===== config.mk =====
export PLATFORM = sky130hd
export DESIGN_NAME = seq_divider_param
export DESIGN_NICKNAME = d
export VERILOG_FILES = /design/src/rtl/div_pkg.sv /design/src/rtl/div_sign_fix.sv /design/src/rtl/seq_divider_param.sv
export SDC_FILE = /design/constraint.sdc
export NUM_CORES = 1
export LEC_CHECK = 0
export CAP_MARGIN = 5
export CORE_AREA = 2 2 230 232
export CTS_CLUSTER_DIAMETER = 50
export DETAILED_ROUTE_END_ITERATION = 8
export DIE_AREA = 0 0 232 234
export SYNTH_ARGS = -nofsm -noshare
export SYNTH_HDL_FRONTEND = slang
export SYNTH_HIERARCHICAL = 1
export SYNTH_SLANG_ARGS = --single-unit

===== constraint.sdc =====
create_clock -name CLK -period 4.55 [get_ports CLK]
set_clock_uncertainty 0.15 [all_clocks]
set_input_delay 0.91 -clock CLK [delete_from_list [all_inputs] [get_ports CLK]]
set_output_delay 0.91 -clock CLK [all_outputs]
set_load 0.03 [all_outputs]

===== src/rtl/div_pkg.sv =====
// Shared state encoding, constants and helpers for the sequential divider.
package div_pkg;

  typedef enum logic [1:0] {
    StIdle = 2'd0,
    StCalc = 2'd1,
    StFix  = 2'd2,
    StDone = 2'd3
  } div_state_e;

  localparam int unsigned MaxWidth = 64;

  // Exception result patterns, sliced down to WIDTH by the user.
  localparam logic [MaxWidth-1:0] DivZeroQuot = '1;
  localparam logic [MaxWidth-1:0] OvfRem      = '0;

  function automatic int unsigned clog2(int unsigned n);
    int unsigned r;
    r = 1;
    for (int unsigned i = 1; i < 32; i++) begin
      if ((64'd1 << i) < 64'(n)) r = i + 1;
    end
    return r;
  endfunction

  // Most-negative two's-complement value of a w-bit word.
  function automatic logic [MaxWidth-1:0] min_pattern(int unsigned w);
    return {{(MaxWidth-1){1'b0}}, 1'b1} << (w - 1);
  endfunction

endpackage


===== src/rtl/div_sign_fix.sv =====
// Conditional two's-complement negation, used for operand magnitudes and result signs.
module div_sign_fix #(
  parameter int unsigned WIDTH = 32
) (
  input  logic [WIDTH-1:0] value_i,
  input  logic             neg_i,
  output logic [WIDTH-1:0] result_o
);

  localparam logic [WIDTH-1:0] One = {{(WIDTH-1){1'b0}}, 1'b1};

  // -MIN wraps to MIN, whose unsigned reading is the correct magnitude.
  always_comb begin
    result_o = neg_i ? (~value_i + One) : value_i;
  end

endmodule


===== src/rtl/seq_divider_param.sv =====
// Iterative radix-2 non-restoring divider with start/done handshake,
// signed/unsigned mode, remainder output and exception flags.
module seq_divider_param
  import div_pkg::*;
#(
  parameter int unsigned WIDTH     = 32,
  parameter bit          SIGNED_EN = 1'b1
) (
  input  logic             CLK,
  input  logic             nRST,
  input  logic             start,
  input  logic             signed_mode,
  input  logic [WIDTH-1:0] OP1,
  input  logic [WIDTH-1:0] OP2,
  output logic             busy,
  output logic             done,
  output logic [WIDTH-1:0] quotient,
  output logic [WIDTH-1:0] remainder,
  output logic             div_by_zero,
  output logic             overflow
);

  localparam int unsigned          CntW     = clog2(WIDTH);
  localparam logic [CntW-1:0]      CntInit  = CntW'(WIDTH - 1);
  localparam logic [MaxWidth-1:0]  MinFull  = min_pattern(WIDTH);
  localparam logic [WIDTH-1:0]     MinVal   = MinFull[WIDTH-1:0];

  div_state_e state_q, state_d;

  logic [CntW-1:0]  cnt_q, cnt_d;
  logic [WIDTH:0]   rem_q, rem_d;    // two's complement, MSB is the sign
  logic [WIDTH-1:0] quo_q, quo_d;    // dividend shifts out as quotient bits shift in
  logic [WIDTH-1:0] dvsr_q, dvsr_d;
  logic             qneg_q, qneg_d, rneg_q, rneg_d;
  logic [WIDTH-1:0] quotient_q, quotient_d, remainder_q, remainder_d;
  logic             dbz_q, dbz_d, ovf_q, ovf_d;

  logic             accept, sgn, op2_zero, sgn_ovf, exc;
  logic [WIDTH-1:0] op1_mag, op2_mag, quo_fix, rem_fix, rem_corr;
  logic [WIDTH:0]   rem_shift, rem_step, dvsr_ext;

  assign sgn      = SIGNED_EN && signed_mode;
  assign accept   = start && ((state_q == StIdle) || (state_q == StDone));
  assign op2_zero = (OP2 == '0);
  assign sgn_ovf  = sgn && (OP1 == MinVal) && (OP2 == '1);
  assign exc      = op2_zero || sgn_ovf;

  div_sign_fix #(.WIDTH(WIDTH)) u_op1_mag (
    .value_i  (OP1),
    .neg_i    (sgn & OP1[WIDTH-1]),
    .result_o (op1_mag)
  );

  div_sign_fix #(.WIDTH(WIDTH)) u_op2_mag (
    .value_i  (OP2),
    .neg_i    (sgn & OP2[WIDTH-1]),
    .result_o (op2_mag)
  );

  div_sign_fix #(.WIDTH(WIDTH)) u_quo_fix (
    .value_i  (quo_q),
    .neg_i    (qneg_q),
    .result_o (quo_fix)
  );

  div_sign_fix #(.WIDTH(WIDTH)) u_rem_fix (
    .value_i  (rem_corr),
    .neg_i    (rneg_q),
    .result_o (rem_fix)
  );

  // One non-restoring step: subtract when the partial remainder is
  // non-negative, add otherwise; the new sign yields the quotient bit.
  always_comb begin
    dvsr_ext  = {1'b0, dvsr_q};
    rem_shift = {rem_q[WIDTH-1:0], quo_q[WIDTH-1]};
    rem_step  = rem_q[WIDTH] ? (rem_shift + dvsr_ext) : (rem_shift - dvsr_ext);
    rem_corr  = rem_q[WIDTH] ? (rem_q[WIDTH-1:0] + dvsr_q) : rem_q[WIDTH-1:0];
  end

  always_ff @(posedge CLK) begin
    if (!nRST) state_q <= StIdle;
    else       state_q <= state_d;
  end

  always_comb begin
    state_d = state_q;
    unique case (state_q)
      StIdle:  if (start) state_d = exc ? StDone : StCalc;
      StCalc:  if (cnt_q == '0) state_d = StFix;
      StFix:   state_d = StDone;
      StDone:  state_d = start ? (exc ? StDone : StCalc) : StIdle;
      default: state_d = StIdle;
    endcase
  end

  always_comb begin
    busy = (state_q == StCalc) || (state_q == StFix);
    done = (state_q == StDone);
  end

  always_comb begin
    cnt_d       = cnt_q;
    rem_d       = rem_q;
    quo_d       = quo_q;
    dvsr_d      = dvsr_q;
    qneg_d      = qneg_q;
    rneg_d      = rneg_q;
    quotient_d  = quotient_q;
    remainder_d = remainder_q;
    dbz_d       = dbz_q;
    ovf_d       = ovf_q;
    if (accept) begin
      cnt_d  = CntInit;
      rem_d  = '0;
      quo_d  = op1_mag;
      dvsr_d = op2_mag;
      qneg_d = sgn & (OP1[WIDTH-1] ^ OP2[WIDTH-1]);
      rneg_d = sgn & OP1[WIDTH-1];
      if (op2_zero) begin
        quotient_d  = DivZeroQuot[WIDTH-1:0];
        remainder_d = OP1;
        dbz_d       = 1'b1;
        ovf_d       = 1'b0;
      end else if (sgn_ovf) begin
        quotient_d  = OP1;
        remainder_d = OvfRem[WIDTH-1:0];
        dbz_d       = 1'b0;
        ovf_d       = 1'b1;
      end
    end else if (state_q == StCalc) begin
      rem_d = rem_step;
      quo_d = {quo_q[WIDTH-2:0], ~rem_step[WIDTH]};
      if (cnt_q != '0) cnt_d = cnt_q - CntW'(1);
    end else if (state_q == StFix) begin
      quotient_d  = quo_fix;
      remainder_d = rem_fix;
      dbz_d       = 1'b0;
      ovf_d       = 1'b0;
    end
  end

  always_ff @(posedge CLK) begin
    if (!nRST) begin
      cnt_q       <= '0;
      rem_q       <= '0;
      quo_q       <= '0;
      dvsr_q      <= '0;
      qneg_q      <= 1'b0;
      rneg_q      <= 1'b0;
      quotient_q  <= '0;
      remainder_q <= '0;
      dbz_q       <= 1'b0;
      ovf_q       <= 1'b0;
    end else begin
      cnt_q       <= cnt_d;
      rem_q       <= rem_d;
      quo_q       <= quo_d;
      dvsr_q      <= dvsr_d;
      qneg_q      <= qneg_d;
      rneg_q      <= rneg_d;
      quotient_q  <= quotient_d;
      remainder_q <= remainder_d;
      dbz_q       <= dbz_d;
      ovf_q       <= ovf_d;
    end
  end

  assign quotient    = quotient_q;
  assign remainder   = remainder_q;
  assign div_by_zero = dbz_q;
  assign overflow    = ovf_q;

endmodule

==> metrics.md <==
| Metric | Value |
|---|---|
| Outcome | `completed` |
| Hold Path Cell Cnt | `2` |
| Initial antenna violation count | `0` |
| Clock transition at the registers of the reported paths | `0.08 ns` |
| Synth top area share | `23.21%` |
| Layout Area Growth over Synthesis | `24.14%` |
| Worst EP required | `4.78 ns` |
| CTS buffer count | `17` |
| Placed instance area | `0.01744 mm^2` |
| Vias/cell | `5.512` |
| CP Buf/Inv Count | `2` |
| Register Area | `0.003448 mm^2` |
| RePlAce Congestion | `0.9115` |
| Design area | `0.01842 mm^2` |
| Total global-route track usage | `18.78%` |
| H-tree Lvls | `4` |
| Fin crit period | `4.451 ns` |
| CTS Sinks | `172` |
| Number of routed nets with antenna violations | `0` |
| Maximum root-to-sink buffer count | `2` |
| Clock latency on the worst-skew pair | `0.47 ns` |
| Crit Path Class | `register to register` |
| Static leakage | `6.739 nW` |
| Total of max-cap violations | `0` |
| Post-synthesis sequential area ratio | `23.21%` |
| Slowest CP cell | `fa_2` |
| CP Depth | `19` |
| R2R depth | `19` |
| Die Y | `234 um` |
| WP data arrival | `4.68 ns` |
| Gr ovfl total | `0` |
| Final WL | `52700 um` |
| Leading area contributor after synthesis | `dfxtp_1` |
| FF+latch count, synth | `172` |
| Vias in the first global route | `14040` |
| Mean Syn Cell Area | `7.784 um^2` |
| Multi-input gate area | `0.01106 mm^2` |
| Cells after synthesis | `1906` |
| CP Cell Sequence | `ha_4 > inv_2 > fa_2 > nor2b_4 > o2111ai_2 > a31oi_2 > a221o_1 > a41oi_2 > o21ai_2 > a21oi_2 > and4b_1 > or3_4 > nor4_4 > buf_4 > or2b_1 > o31ai_4 > xnor2_1 > nand2_1 > a311oi_2` |
| Number of enable flip-flop cells after synthesis | `0` |
| Top post-synthesis cells by count | `nor2_1 (205), nand2_1 (196), dfxtp_1 (172)` |
| Netlist Area Pre-Place | `0.01484 mm^2` |
| Initial DRC count | `1435` |
| Netlist cell types | `85` |
| Hold Buf Count CTS | `0` |
| Placed wire-length estimate | `39800 um` |
| Area contributors post-synth | `dfxtp_1 (23%), xnor2_1 (9.8%), ha_1 (6.3%), nor2_1 (5.2%), nand2_1 (5.0%)` |
| Most frequent cell after synthesis | `nor2_1` |
| Power Density | `762.7 mW/mm^2` |
| Chip width | `232 um` |
| Crit end category | `register` |
| HP Class | `register to register` |
| Fmax | `0.2247 GHz` |
| FP Rows | `84` |
| Synth warnings | `6` |
| Layout cells sized above 1 | `13.10%` |
| Crit-path max cell delay | `0.42 ns` |
| Die ar. | `0.05429 mm^2` |
| Setup TNS | `0 ns` |
| CTS tree | `yes` |
| Root Buffer | `clkbuf_16` |
| Vias post-DR | `15235` |
| First-pass GRT wire length | `80550 um` |
| Final hold vios | `0` |
| Core ar. | `0.05202 mm^2` |
| Crit path max fanout | `3` |
| DRT Pass-1 Iters | `5` |
| CP delay by family, top | `compound AO/OA/AOI/OAI gates` |
| Syn_nets | `2051` |
| Ant diodes | `0` |
| Startpoint Class | `register` |
| # IOs | `136` |
| Part of the cycle the worst path needs | `97.82%` |
| Drt drc | `0` |
| Worst Max-Slew Pin Slew | `1.379 ns` |
| Max transition margin | `7.971%` |
| Port bufs | `135` |
| Wire per inst | `19.07 um` |
| Final Max Tran Viols | `0` |
| Largest net degree at the start of global routing | `91` |
| Nets | `2208` |
| Primary FF master, synth | `dfxtp_1` |
| Unrepaired setup endpoints after global routing | `yes` |
| FF-to-FF setup slack | `0.1 ns` |
| Endpoints failing setup | `0` |
| Max IR drop VDD | `420.8 uV` |
| Filler Cell Count | `5446` |
| Synth async-reset ratio | `0%` |
| Starting density of the core | `28.52%` |
-- report_power, final --
group          internal (mW)  total, mW  leakage [nW]  switching, mW
clock network          0.800       1.58         0.305          0.780
registers               1.99       2.68          1.41          0.693
logic                   4.09       9.79          5.03           5.70
total                   6.87       14.0          6.74           7.17
-- per-layer routing --
metal	wire length [um]	track usage, %
met1	24800	26.57
met2	23070	29.07
met3	3737	3.441
met4	1089	5.148
met5	0	0
-- registers in the layout, indices dropped and copies added, names as in the netlist --
signal	count
rem_q	33
div_by_zero	1
quotient	32
cnt_q	5
remainder	32
quo_q	32
dvsr_q	32
state_q	2
qneg_q	1
overflow	1
rneg_q	1
-- stage by stage --
step / utilization, % / worst slack [ns] / total power [mW] / hold WS, ns / cells
after global placement: 33.53 / -0.01538 / 11.59 / 0.3251 / 2721
after floorplan: - / 0.1366 / 9.030 / 0.3178 / 1906
after detailed placement: 33.53 / -0.08141 / 11.75 / 0.3314 / 2721
final: 35.40 / 0.09926 / 14.05 / 0.3399 / 2764
after CTS: 34.83 / 0.007000 / 13.50 / 0.3450 / 2755
after global routing: 35.40 / -0.1452 / 15.04 / 0.3711 / 2764
-- worst reg2reg max path, stage by stage (launching register included) --
cell and delay (ns):
dfxtp_2 0.35, ha_4 0.14, inv_2 0.04, fa_2 0.42, nor2b_4 0.14, o2111ai_2 0.16, a31oi_2 0.26, a221o_1 0.27
a41oi_2 0.17, o21ai_2 0.21, a21oi_2 0.08, and4b_1 0.19, or3_4 0.40, nor4_4 0.21, buf_4 0.15, or2b_1 0.26
o31ai_4 0.25, xnor2_1 0.15, nand2_1 0.08, a311oi_2 0.28
-- layout make-up --
type,instances,share of cell area (%)
multi-input combinational,1579,60.02
sequential,172,18.72
timing repair buffer,250,12.31
tap,688,4.674
clock buffer,17,2.310
clock inverter,15,1.087
inverter,43,0.8763
-- placed cells by master (no fill, tap or decap), drive strengths merged, types with 27 or more instances in the layout --
master / synthesis / final
a211oi: 36 / 36
a21boi: 37 / 37
a21o: 34 / 34
a21oi: 123 / 123
a311oi: 34 / 34
buf: 35 / 116
clkdlybuf4s50: 0 / 134
dfxtp: 172 / 172
ha: 75 / 75
inv: 42 / 50
mux2i: 47 / 47
nand2: 197 / 197
nand3: 67 / 67
nand4: 27 / 27
nor2: 205 / 205
nor3: 92 / 92
nor4: 43 / 43
o21ai: 77 / 77
o31ai: 35 / 35
o41ai: 38 / 38
xnor2: 166 / 166
xor2: 38 / 38
-- path summary, 6_finish.rpt --
| check | start | end |
|---|---|---|
| setup reg to reg | dvsr_q[0] | remainder[29] |
| hold reg to reg | quotient[1] | quotient[1] |
| setup / recovery | dvsr_q[0] | remainder[29] |
| hold / removal | quotient[1] | quotient[1] |
-- kinds of logic after synthesis --
group / synth area share (%)
AOI/OAI and AO/OA: 23.20
xor gates and xnor gates: 12.04
adders and majority gates: 6.595
buffers and inverters: 4.318
DFF: 23.21
muxes: 5.018
and+or+nand+nor: 25.62
-- repair_timing --
action                     4_1_cts  5_1_grt
setup endpoints to repair        8       19
resized for setup                7       45
setup buffers                    2        9
pin swaps                        3       30
No activity file was read; power rests on OpenSTA's default activity.
